**src/rtl/mem_port_arb.sv**
```systemverilog
// Arbiter for the shared instruction/data memory port: one outstanding transaction,
// load/store priority with a fetch starvation guard, and discard of flushed fetch responses.
module mem_port_arb #(
  parameter int unsigned STARVE_MAX = 4
) (
  input  logic        clk_i,
  input  logic        rst_ni,
  input  logic        if_req_i,
  input  logic [31:0] if_addr_i,
  input  logic        if_flush_i,
  output logic        if_gnt_o,
  output logic        if_rvalid_o,
  output logic [31:0] if_rdata_o,
  input  logic        ls_req_i,
  input  logic        ls_we_i,
  input  logic [3:0]  ls_be_i,
  input  logic [31:0] ls_addr_i,
  input  logic [31:0] ls_wdata_i,
  output logic        ls_gnt_o,
  output logic        ls_rvalid_o,
  output logic [31:0] ls_rdata_o,
  output logic        mem_req_o,
  output logic        mem_we_o,
  output logic [3:0]  mem_be_o,
  output logic [31:0] mem_addr_o,
  output logic [31:0] mem_wdata_o,
  input  logic        mem_gnt_i,
  input  logic        mem_rvalid_i,
  input  logic [31:0] mem_rdata_i
);

  localparam int unsigned CntW  = 4;
  localparam int unsigned DataW = 32;
  localparam logic        SelIf = 1'b0;
  localparam logic        SelLs = 1'b1;

  typedef enum logic [1:0] {IDLE, REQ, WAIT} state_e;

  state_e            state_q, state_d;
  logic              sel_q, sel_d;
  logic [CntW-1:0]   cnt_q, cnt_d;
  logic              drop_q, drop_d;
  logic              side;
  logic              side_req;
  logic              gnt;

  // State register
  always_ff @(posedge clk_i or negedge rst_ni) begin
    if (!rst_ni) begin
      state_q <= IDLE;
      sel_q   <= SelIf;
      cnt_q   <= '0;
      drop_q  <= 1'b0;
    end else begin
      state_q <= state_d;
      sel_q   <= sel_d;
      cnt_q   <= cnt_d;
      drop_q  <= drop_d;
    end
  end

  // Next state and port outputs
  always_comb begin
    state_d     = state_q;
    sel_d       = sel_q;
    cnt_d       = cnt_q;
    drop_d      = drop_q;
    side        = sel_q;
    side_req    = 1'b0;
    gnt         = 1'b0;
    if_gnt_o    = 1'b0;
    ls_gnt_o    = 1'b0;
    if_rvalid_o = 1'b0;
    ls_rvalid_o = 1'b0;

    case (state_q)
      IDLE: begin
        if (ls_req_i && ((cnt_q < CntW'(STARVE_MAX)) || !if_req_i)) begin
          side     = SelLs;
          side_req = 1'b1;
        end else if (if_req_i) begin
          side     = SelIf;
          side_req = 1'b1;
        end
        if (side_req) begin
          sel_d   = side;
          state_d = mem_gnt_i ? WAIT : REQ;
        end
      end
      REQ: begin
        // Owner is locked; a fetch withdrawn on flush releases the port without a grant.
        side_req = (sel_q == SelLs) ? ls_req_i : if_req_i;
        if (!side_req)      state_d = IDLE;
        else if (mem_gnt_i) state_d = WAIT;
      end
      WAIT: begin
        if (mem_rvalid_i) begin
          state_d = IDLE;
          drop_d  = 1'b0;
          if (sel_q == SelLs) ls_rvalid_o = 1'b1;
          else                if_rvalid_o = !drop_q && !if_flush_i;
        end else if (if_flush_i && (sel_q == SelIf)) begin
          drop_d = 1'b1;
        end
      end
      default: state_d = IDLE;
    endcase

    gnt      = side_req && mem_gnt_i;
    if_gnt_o = gnt && (side == SelIf);
    ls_gnt_o = gnt && (side == SelLs);

    if (ls_gnt_o) begin
      if (!if_req_i)                       cnt_d = '0;
      else if (cnt_q >= CntW'(STARVE_MAX)) cnt_d = CntW'(STARVE_MAX);
      else                                 cnt_d = cnt_q + CntW'(1);
    end
    if (if_gnt_o) begin
      cnt_d = '0;
      if (if_flush_i) drop_d = 1'b1;
    end

    mem_req_o = side_req;

    // Force every handshake low while reset is asserted
    if (!rst_ni) begin
      mem_req_o   = 1'b0;
      if_gnt_o    = 1'b0;
      ls_gnt_o    = 1'b0;
      if_rvalid_o = 1'b0;
      ls_rvalid_o = 1'b0;
    end
  end

  // Payload mux: fetch is always a full-word read
  assign mem_we_o    = (side == SelLs) ? ls_we_i    : 1'b0;
  assign mem_be_o    = (side == SelLs) ? ls_be_i    : 4'hF;
  assign mem_addr_o  = (side == SelLs) ? ls_addr_i  : if_addr_i;
  assign mem_wdata_o = (side == SelLs) ? ls_wdata_i : DataW'(0);

  assign if_rdata_o = mem_rdata_i;
  assign ls_rdata_o = mem_rdata_i;

endmodule

```
**config.mk**
```make
export PLATFORM = sky130hd
export DESIGN_NAME = mem_port_arb
export DESIGN_NICKNAME = d
export VERILOG_FILES = /design/src/rtl/mem_port_arb.sv
export SDC_FILE = /design/constraint.sdc
export NUM_CORES = 1
export LEC_CHECK = 0
export ABC_AREA = 1
export BUFFER_PORTS_ARGS = -buffer_cell sky130_fd_sc_hd__buf_2
export CAP_MARGIN = 5
export CORE_AREA = 2 2 108 110
export DETAILED_ROUTE_END_ITERATION = 6
export DIE_AREA = 0 0 110 112
export SYNTH_ARGS = -nofsm -noshare
export SYNTH_HDL_FRONTEND = slang
export SYNTH_SLANG_ARGS = --single-unit
```
**constraint.sdc**
```tcl
create_clock -name clk_i -period 4.1 [get_ports clk_i]
set_input_delay 1.025 -clock clk_i [delete_from_list [all_inputs] [get_ports clk_i]]
set_output_delay 1.025 -clock clk_i [all_outputs]
set_load 0.05 [all_outputs]
```
# ---- After elaboration in Yosys (flattened, before gate mapping)
# Index checks and enable logic that the tools add are counted.
dict set report word_totals {
  output_inout_bits 138
  register_bits 8
  wordCells 66
}
dict set report classes {
  order_cmp 2
  eq_ne 5
  n_bitwise 2
  muxes 38
  addsub 1
  n_reduce_logical 14
}
# operator count
set ops {}
lappend ops {{$mux W32} 2}
lappend ops {{$mux W1} 24}
lappend ops {{$mux W4} 5}
lappend ops {{$mux W2} 5}
lappend ops {{$logic_and A1 B1 Y1} 6}
lappend ops {{$pmux W2 S3} 1}
lappend ops {{$add A4 B1 Y4 const B} 1}
lappend ops {{$ge A4 B3 Y1 const B} 1}
lappend ops {{$lt A4 B3 Y1 const B} 1}
lappend ops {{$logic_not A1 Y1} 3}
lappend ops {{$ne A3 B3 Y1 const B} 1}
lappend ops {{$reduce_and A3 Y1} 1}
lappend ops {{$eq A2 B1 Y1 const B} 1}
lappend ops {{$eq A2 B2 Y1 const B} 1}
lappend ops {{$logic_not A2 Y1} 1}
lappend ops {{$ne A2 B1 Y1 const B} 1}
lappend ops {{$ne A2 B2 Y1 const B} 1}
lappend ops {{$not A1 Y1} 2}
lappend ops {{$pmux W1 S2} 1}
lappend ops {{$reduce_and A2 Y1} 1}
lappend ops {{$reduce_bool A2 Y1} 1}
lappend ops {{$logic_or A1 B1 Y1} 1}

# ---- Logic depth before layout (Yosys ltp)
dict set report logic_depth {
  ltp_word 10
  mapped_depth 9
  depth_no_buf 8
}

# ---- Least setup slack after synthesis
# No wires, ideal clock.
dict set report synth_timing {
  path_kind {in2out}
  from {in rst_ni}
  to {out if_rvalid_o}
  path_buffers 0
  required_time_ps 3075
  arrival_time_ps 2649
  path_slack_ps 426
  path_stages 2
  cell_sequence {inv_1 -> nor4_1}
}
dict set report synth_between {
  elab_chain_cells 1
}
# element line
set synth_rtl {}
lappend synth_rtl {{start, declared} 7} ;# input logic rst_ni,
lappend synth_rtl {{$mux W1} 126} ;# if (!rst_ni) begin
lappend synth_rtl {{end, declared} 12} ;# output logic if_rvalid_o,
# Every way passes these cells.

# ---- Worst setup path in the final report
dict set report layout_timing {
  from {in if_req_i}
  to {out mem_addr_o[9]}
}
dict set report layout_between {
  elab_chain_cells 6
  word_cells_on_any_way 7
}
# element line
set layout_rtl {}
lappend layout_rtl {{start, declared} 8} ;# input logic if_req_i,
lappend layout_rtl {{$logic_not A1 Y1} --}
lappend layout_rtl {{$logic_or A1 B1 Y1} 78} ;# if (ls_req_i && ((cnt_q < CntW'(STARVE_MAX)) || !if_req_i)) begin
lappend layout_rtl {{$logic_and A1 B1 Y1} 78}
lappend layout_rtl {{$mux W1 *} 78}
lappend layout_rtl {{$mux W1 *} 76} ;# case (state_q)
lappend layout_rtl {{$mux W32 *} 138} ;# assign mem_addr_o = (side == SelLs) ? ls_addr_i : if_addr_i;
lappend layout_rtl {{end, declared} 25} ;# output logic [31:0] mem_addr_o,
# Every way passes the cells marked *; elsewhere a longest branch is shown, timed or not.

==> impl_metrics.ini <==
[sta]
hold_viol_final = 0
period_needed_ns = 3.46
relSlewSlack_pct = 70.7
max_freq_ghz = 0.289
setup_ws_ns = 0.644
finalSetupTns_ns = 0
setup_viol = 0
rsz0062_at_grt = false
finalCritPeriodShare_pct = 84.3
skew_ns = 0.00134
holdWs_ns = 0.476
tightestPinTransition_ns = 0.437
finalMaxSlewViolations = 0

[finish]
antennaDiodeCount = 0
drive_gt1_share_pct = 45.6
instances_no_fill = 566
finish.utilization_pct = 20.8
area_delta_synth_final_pct = 38.8
design_area_um2 = 2330
nets = 566

[clocking]
cts.path.max_buffers = 2
cts_setup_buffers = 0
clkTransAtPathRegs_ns = 0.03
cts-root-buf = clkbuf_16
cts_resized = 0
h-tree-depth = 1
hold_buffers = 0
cts_sinks = 8
cts_buffers = 3
worstSkewPairLatency_ns = 0.23
cts_tree = done

[yosys]
synth_nets = 452
syn_area_per_cell_um2 = 5.39
syn_area_um2 = 1680
synthCells = 311
ys_types = 21
yosysSeqAreaShare_pct = 11.9
yosys_warnings = 0
ys_ff_latch = 8

[power_and_ir_drop]
power_frac_seq_pct = 5.8
p_sw_share_pct = 70.9
peakVddDrop_mv = 0.323
p_leak_nw = 1.62
p_comb_share_pct = 86.8
p_per_area_nw_per_um2 = 929
power.internal_mw = 0.628
total_power_mw = 2.16
p_switching_mw = 1.53
pwr-share-clk_pct = 7.4

[setup_path]
critPathKind = input pin to output port
critPathArrivalTime_ns = 2.43
cp-end-kind = output port
cp-start-kind = input pin
rrSetupSlack_ns = 2.73
r2r_cells = 6
cp_max_fo = 40
required_ns = 3.07

[floorplanning]
rows = 39
core-area_um2 = 11200
initial_core_util_pct = 15.0
dieHeight_um = 112
die_x_um = 110
io_pins = 278
dieArea_um2 = 12300

[routing]
detail-route-antenna-nets = 0
routedWlPerCell_um = 10.2
drtPass1Iterations = 4
viasPerCell = 3.65
drt_iter0_drc = 74
finalWirelength_um = 5790
vias = 2067
drc = 0

[global_route]
grt_max_degree = 41
grt_overflow_total = 0
grt_usage_pct = 8.31
grt_pass1_wl_um = 7960
antenna_found_initial = 0
grt_pass1_vias = 1779

[placed_design]
dp_hpwl_um = 4970
gp_congestion = 0.763
numPortBuffers = 181
placed_cell_area_um2 = 2250
dpl_worst_slack_ns = 0.624
dp_cells = 563

[hold_path]
holdPathStages = 2
hp-class = flop to flop

[outcome]
status = complete, no violations

[flow_run]
drv_cap = 0
[critical path, cell delays in order]
cell,delay (ns)
buf_2,0.11
inv_2,0.05
nand2_1,0.05
nand2_1,0.06
nand2_1,0.08
nand2_2,0.06
nand2_4,0.33
buf_12,0.24
nand2_1,0.07
nand2_1,0.06
buf_2,0.26
[power groups by stage]
stage	Clock (mW)	Sequential, mW	Combinational, mW
5_1_grt	0.168	0.128	2.02
3_3_place_gp	0	0.125	1.90
2_1_floorplan	0	0.121	1.66
4_1_cts	0.164	0.125	1.90
6_report	0.160	0.125	1.88
3_5_place_dp	0	0.126	1.90
[cell usage after synthesis]
| library cell | instances | area [um2] |
|---|---|---|
| a21oi_2 | 1 | 8.76 |
| buf_2 | 4 | 20.0 |
| buf_4 | 69 | 518 |
| buf_6 | 1 | 11.3 |
| dfrtp_1 | 8 | 200 |
| ha_1 | 1 | 12.5 |
| inv_1 | 44 | 165 |
| inv_2 | 1 | 3.75 |
| nand2_1 | 120 | 450 |
| nand2_2 | 2 | 12.5 |
| nand2_4 | 1 | 11.3 |
| nand3_1 | 6 | 30.0 |
| nor2_1 | 40 | 150 |
| nor2_4 | 1 | 11.3 |
| nor3_1 | 4 | 20.0 |
| nor3b_1 | 1 | 7.51 |
| nor4_1 | 1 | 6.26 |
| o21ai_0 | 1 | 5.00 |
| o31ai_1 | 1 | 7.51 |
| or2_1 | 3 | 18.8 |
| or2_2 | 1 | 6.26 |
[logic make-up (layout without fill, tap and decap cells)]
| group | after synthesis | count (layout) | share of synthesized area [%] |
|---|---|---|---|
| DFF | 8 | 8 | 11.9 |
| buffers and inverters | 119 | 231 | 42.8 |
| and+or+nand+nor | 180 | 180 | 43.2 |
| AOI/OAI and AO/OA | 3 | 3 | 1.27 |
| adders and majority gates | 1 | 1 | 0.746 |
[placed cells by master (no fill, tap or decap), drive strengths merged]
cell / count
ha: 1
inv: 45
dfrtp: 8
o21ai: 1
buf: 183
nor3: 4
or2: 4
nand2: 123
nor2: 41
nor4: 1
clkbuf: 3
nor3b: 1
o31ai: 1
a21oi: 1
nand3: 6
[area by class of cell]
class	count	area, um2
sequential	8	200
fill	1290	8850
inverter	45	169
tap	143	179
multi-input combinational	184	758
clock buffer	3	75.1
timing repair buffer	183	946
[path summary, 6_finish.rpt]
kind,startpoint,to
max,if_req_i,mem_addr_o[9]
min,cnt_q[2],cnt_q[2]
max reg2reg,state_q[0],cnt_q[2]
min reg2reg,cnt_q[2],cnt_q[2]
max in group asynchronous,rst_ni,cnt_q[2]
min in group asynchronous,rst_ni,state_q[1]
[routing by layer]
| metal | part of all wire, % | vias up | GRT usage (%) |
|---|---|---|---|
| li1 | - | 1059 | - |
| met1 | 34 | 823 | 8.01 |
| met2 | 47 | 156 | 15.0 |
| met3 | 15 | 29 | 3.69 |
| met4 | 3.4 | 0 | 3.54 |
| met5 | 0 | - | 0 |
[state kept, by name, summed over array words and instances, names as in the netlist]
| name | flops |
|---|---|
| cnt_q | 4 |
| state_q | 2 |
| drop_q | 1 |
| sel_q | 1 |
Power figures use the tool's default switching activity.
